### src/rtl/systolic_result_drain.sv
// Output drain for systolic_array: waits LATENCY edges after start, snapshots the
// accumulator matrix and streams shifted/ReLU'd/saturated elements row-major over valid/ready.
module systolic_result_drain #(
  parameter int N       = 16,
  parameter int AROW    = 4,
  parameter int BCOL    = 4,
  parameter int LATENCY = 10,
  parameter int SHIFT   = 0,
  parameter int RELU    = 0,
  localparam int RW     = (AROW > 1) ? $clog2(AROW) : 1,
  localparam int CW     = (BCOL > 1) ? $clog2(BCOL) : 1
) (
  input  logic                                 clk,
  input  logic                                 rst,
  input  logic                                 start,
  input  logic [AROW-1:0][BCOL-1:0][2*N-1:0]   sys_array,
  output logic                                 out_valid,
  input  logic                                 out_ready,
  output logic [N-1:0]                         out_data,
  output logic [RW-1:0]                        out_row,
  output logic [CW-1:0]                        out_col,
  output logic                                 out_last,
  output logic                                 busy,
  output logic                                 start_dropped
);

  localparam int WW = $clog2(LATENCY + 1);
  localparam logic signed [2*N-1:0] SMAX = {{(N+1){1'b0}}, {(N-1){1'b1}}};
  localparam logic signed [2*N-1:0] SMIN = {{(N+1){1'b1}}, {(N-1){1'b0}}};

  typedef enum logic [1:0] {IDLE, WAIT, STREAM} state_t;

  state_t                              state, state_n;
  logic [WW-1:0]                       wait_cnt;
  logic [AROW-1:0][BCOL-1:0][2*N-1:0]  snap;
  logic                                hs, final_hs, capture, launch;
  logic [RW-1:0]                       nr;
  logic [CW-1:0]                       nc;
  logic                                nxt_last;

  function automatic logic [N-1:0] process(input logic [2*N-1:0] acc);
    logic signed [2*N-1:0] s;
    s = $signed(acc) >>> SHIFT;
    if (RELU != 0 && s[2*N-1]) s = '0;
    if (s > SMAX)      s = SMAX;
    else if (s < SMIN) s = SMIN;
    return s[N-1:0];
  endfunction

  always_comb begin
    hs       = out_valid && out_ready;
    final_hs = hs && out_last;
    capture  = (state == WAIT) && (wait_cnt == WW'(LATENCY));
    // A start coinciding with the final handshake is a legal back-to-back launch.
    launch   = start && ((state == IDLE) || final_hs);
    if (out_col == CW'(BCOL - 1)) begin
      nc = '0;
      nr = out_row + 1'b1;
    end else begin
      nc = out_col + 1'b1;
      nr = out_row;
    end
    nxt_last = (nr == RW'(AROW - 1)) && (nc == CW'(BCOL - 1));
  end

  always_comb begin
    state_n = state;
    case (state)
      IDLE:    if (start) state_n = WAIT;
      WAIT:    if (capture) state_n = STREAM;
      STREAM:  if (final_hs) state_n = start ? WAIT : IDLE;
      default: state_n = IDLE;
    endcase
  end

  always_ff @(posedge clk or posedge rst) begin
    if (rst) state <= IDLE;
    else     state <= state_n;
  end

  assign busy = (state != IDLE);

  always_ff @(posedge clk or posedge rst) begin
    if (rst) begin
      wait_cnt      <= '0;
      snap          <= '0;
      out_valid     <= 1'b0;
      out_data      <= '0;
      out_row       <= '0;
      out_col       <= '0;
      out_last      <= 1'b0;
      start_dropped <= 1'b0;
    end else begin
      start_dropped <= start && !launch;
      if (launch)
        wait_cnt <= WW'(1);
      else if (state == WAIT && !capture)
        wait_cnt <= wait_cnt + 1'b1;

      if (capture) begin
        snap      <= sys_array;
        out_valid <= 1'b1;
        out_row   <= '0;
        out_col   <= '0;
        out_data  <= process(sys_array[0][0]);
        out_last  <= (AROW == 1) && (BCOL == 1);
      end else if (hs) begin
        if (out_last) begin
          out_valid <= 1'b0;
          out_row   <= '0;
          out_col   <= '0;
          out_last  <= 1'b0;
        end else begin
          out_row  <= nr;
          out_col  <= nc;
          out_data <= process(snap[nr][nc]);
          out_last <= nxt_last;
        end
      end
    end
  end

endmodule

### config.mk
export PLATFORM = sky130hd
export DESIGN_NAME = systolic_result_drain
export DESIGN_NICKNAME = d
export VERILOG_FILES = /design/src/rtl/systolic_result_drain.sv
export SDC_FILE = /design/constraint.sdc
export NUM_CORES = 2
export LEC_CHECK = 0
export ABC_AREA = 1
export CORE_ASPECT_RATIO = 1.25
export CORE_UTILIZATION = 29
export DETAILED_ROUTE_END_ITERATION = 10
export GPL_TIMING_DRIVEN = 1
export PLACE_DENSITY_LB_ADDON = 0.1
export SLEW_MARGIN = 10
export SYNTH_ARGS = -nofsm -noshare
export SYNTH_HDL_FRONTEND = slang
export SYNTH_SLANG_ARGS = --single-unit
### constraint.sdc
create_clock -name clk -period 33.3 [get_ports clk]
set_input_delay 4.995 -clock clk [delete_from_list [all_inputs] [get_ports clk]]
set_output_delay 4.995 -clock clk [all_outputs]
set_load 0.005 [all_outputs]
==> run metrics <==
status completed; drt wl/cell 20.44 µm; vias per cell 4.658; hold buffer count at cts 0; clock power share 0.202; Final Skew 0.02769 ns; Lkg Pwr 0.01601 µW; Initial Util 0.2936; initial antenna violation count 17; peak supply drop 54.43 µV; worst slew pin tran 1.123 ns; crit end category async pin; Detail Route Antenna Nets 0; total CTS buffers 61; Root Buffer clkbuf_16; Die Height 337.0 µm; finished layout cell area 0.03428 mm²; First-pass DRT Iterations 5; TritonCTS Sinks 541; Sequential Power Share 0.324; largest net degree at the start of global routing 141; Cells after Synth 3435; Horiz. Die Dim 270.0 µm; total grt overflow 0; final worst setup slack 25.71 ns; PostCTS Resize Cnt 0; io pins 540; yosys warns 0; # Post-CTS Setup Buffers 0; Yosys reg bits 541; RSZ-0062 raised after global routing false; critical-path maximum fanout 69; Setup CP Type in2async; final hold vios 0; final period utilization 0.2279; IO buf count 539; Worst EP required 33.93 ns; Post-Syn Area 0.02604 mm²; Arr. time, crit path 8.22 ns; htree depth 2; Synth Area per Inst 7.580 µm²; met3 wire length 5.687 mm; Reg clk slew, reported paths 0.06 ns; Max Cap Viol 0; sw frac 0.4450; Core ar. 0.08869 mm²; PD cells 102.3 mW/mm²; estimated wirelength of the detail-placed design 71.96 mm; DRT met1 WL 44.41 mm; min Tclk post-route 7.588 ns; Slew Viols, Final 0; vias in the first global route 23700; CTS tree done; pre-CTS WS 24.79 ns; Worst Hold Margin 0.4625 ns; first-pass GRT wire length 153.1 mm; P_int 1946 µW; Seq/Total Area, Yosys 0.5199; total negative slack 0 ns; HP Class reg2reg; GRT Total Usage 0.2246; Layout Nets 4359; endpoints failing setup 0; DP Area 0.03218 mm²; WL final 103.7 mm; uppermost routed layer met5; Final Wtd Congestion 0.8019; Netlist cell types 31; share of layout cells above drive strength 1 0.03909; Layout area overhead 31.64%; number of cell rows 122; clk_lat worst skew 0.66 ns; # DRC 0; P_sw 1560 µW; 1st-iter DRT viols 1758; die area 0.09099 mm²; combinational fraction of design power 0.474; FMAX 131.8 MHz; Max transition margin 0.2465; routed vias 23630; Routed met2 length 50.19 mm; Mapped Nets 3955; Max clock buf depth 3; Worst setup SP type input pin
[layout make-up]
class | instances | area (µm²)
well taps | 1178 | 1474
multi-input cells | 2346 | 10310
inverters | 317 | 1205
fillers | 9371 | 54410
clock buffers | 88 | 1810
repair buffers | 572 | 5655
diodes | 6 | 15.01
clock inverters | 24 | 270.3
flip-flops and latches | 541 | 13540
[synth_stat cells]
| cell | number | area [µm²] |
|---|---|---|
| nor3_1 | 1 | 5.000 |
| o31ai_1 | 15 | 112.6 |
| buf_6 | 14 | 157.7 |
| inv_1 | 315 | 1182 |
| o211ai_2 | 1 | 12.51 |
| nand3_1 | 342 | 1712 |
| nand2_1 | 1427 | 5356 |
| or4_1 | 1 | 7.510 |
| a21oi_1 | 97 | 485.5 |
| o21ai_0 | 324 | 1622 |
| buf_1 | 11 | 41.29 |
| nand2_2 | 6 | 37.54 |
| nor2_2 | 2 | 12.51 |
| a31oi_1 | 2 | 12.51 |
| or2_2 | 1 | 6.260 |
| o21ai_1 | 2 | 10.01 |
| nand3b_1 | 6 | 45.04 |
| dfrtp_1 | 541 | 13540 |
| o211ai_1 | 49 | 367.9 |
| o22ai_1 | 3 | 18.77 |
| buf_4 | 10 | 75.07 |
| ha_1 | 4 | 50.05 |
| o21a_1 | 1 | 7.510 |
| a32o_1 | 15 | 150.1 |
| buf_2 | 52 | 260.3 |
| nor2_1 | 37 | 138.9 |
| nor4_1 | 3 | 18.77 |
| nand4_1 | 6 | 37.54 |
| clkbuf_1 | 144 | 540.5 |
| xnor2_1 | 1 | 8.760 |
| clkinv_1 | 2 | 7.510 |
[kinds of logic (layout without fill, tap and decap cells)]
| kind of cell | count (synthesis) | after routing | share of synthesized area |
|---|---|---|---|
| AO/OA/AOI/OAI | 509 | 509 | 0.1075 |
| XOR/XNOR | 1 | 1 | 0.0003364 |
| adder cells (fa/ha/maj) | 4 | 4 | 0.001922 |
| buffers and inverters | 548 | 1001 | 0.08698 |
| flip-flops | 541 | 541 | 0.5199 |
| other | 0 | 6 | 0 |
| AND/OR/NAND/NOR | 1832 | 1832 | 0.2833 |
[path summary, 6_finish.rpt]
check	start	endpoint	slack [ns]	cells after the start
max in group clk	sys_array[30]	out_data[1]$_DFFE_PP0P_	26.15	7
hold reg to reg	snap[496]$_DFFE_PP0P_	snap[496]$_DFFE_PP0P_	0.46	2
setup reg to reg	out_col[0]$_DFFE_PP0P_	out_data[9]$_DFFE_PP0P_	27.85	20
min in group asynchronous	rst	snap[122]$_DFFE_PP0P_	4.76	2
setup / recovery	rst	snap[194]$_DFFE_PP0P_	25.71	5
hold / removal	snap[496]$_DFFE_PP0P_	snap[496]$_DFFE_PP0P_	0.46	2
[cell usage in the layout (no fill, tap or decap), drive strengths merged, types with 3 or more instances in the layout]
master / n
clkinvlp: 6
nor4: 3
nor2: 39
bufinv: 5
a32o: 15
ha: 4
nand3b: 6
clkbuf: 88
buf: 33
dfrtp: 541
clkinv: 12
o22ai: 3
clkdlybuf4s50: 539
o21ai: 326
o211ai: 50
diode: 6
inv: 318
nand2: 1433
nand3: 342
nand4: 6
o31ai: 15
a21oi: 97
[layer usage]
metal | GRT usage | vias to the layer above
met1 | 0.2840 | 11180
met5 | 0 | -
li1 | - | 11660
met3 | 0.04658 | 142
met2 | 0.3786 | 626
met4 | 0.07870 | 20
[sequential cells by signal (all words and copies together) (netlist names), 2 cells and up]
signal and cells:
snap 512, out_data 16, wait_cnt 4, out_col 2
out_row 2, state 2
[per-stage QoR]
| step | util | instances | power [µW] |
|---|---|---|---|
| 4_1_cts | 0.3863 | 5066 | 3563 |
| 3_5_place_dp | 0.3628 | 4954 | 2835 |
| 6_report | 0.3865 | 5072 | 3505 |
| 2_1_floorplan | - | 3435 | 2216 |
| 5_1_grt | 0.3865 | 5072 | 3800 |
| 3_3_place_gp | 0.3628 | 4954 | 2823 |
[worst max-delay path: stages]
cell and delay [ns]:
clkdlybuf4s50_1 0.49, inv_8 0.34, buf_4 0.64, buf_4 0.77, buf_4 0.83
[power by group through the flow]
stage	combinational (µW)	clock [µW]	sequential, µW
2_1_floorplan	1100	0	1110
3_3_place_gp	1690	0	1140
3_5_place_dp	1690	0	1140
4_1_cts	1700	728	1130
5_1_grt	1880	752	1170
6_report	1660	709	1140
No activity file was read; power rests on OpenSTA's default activity.
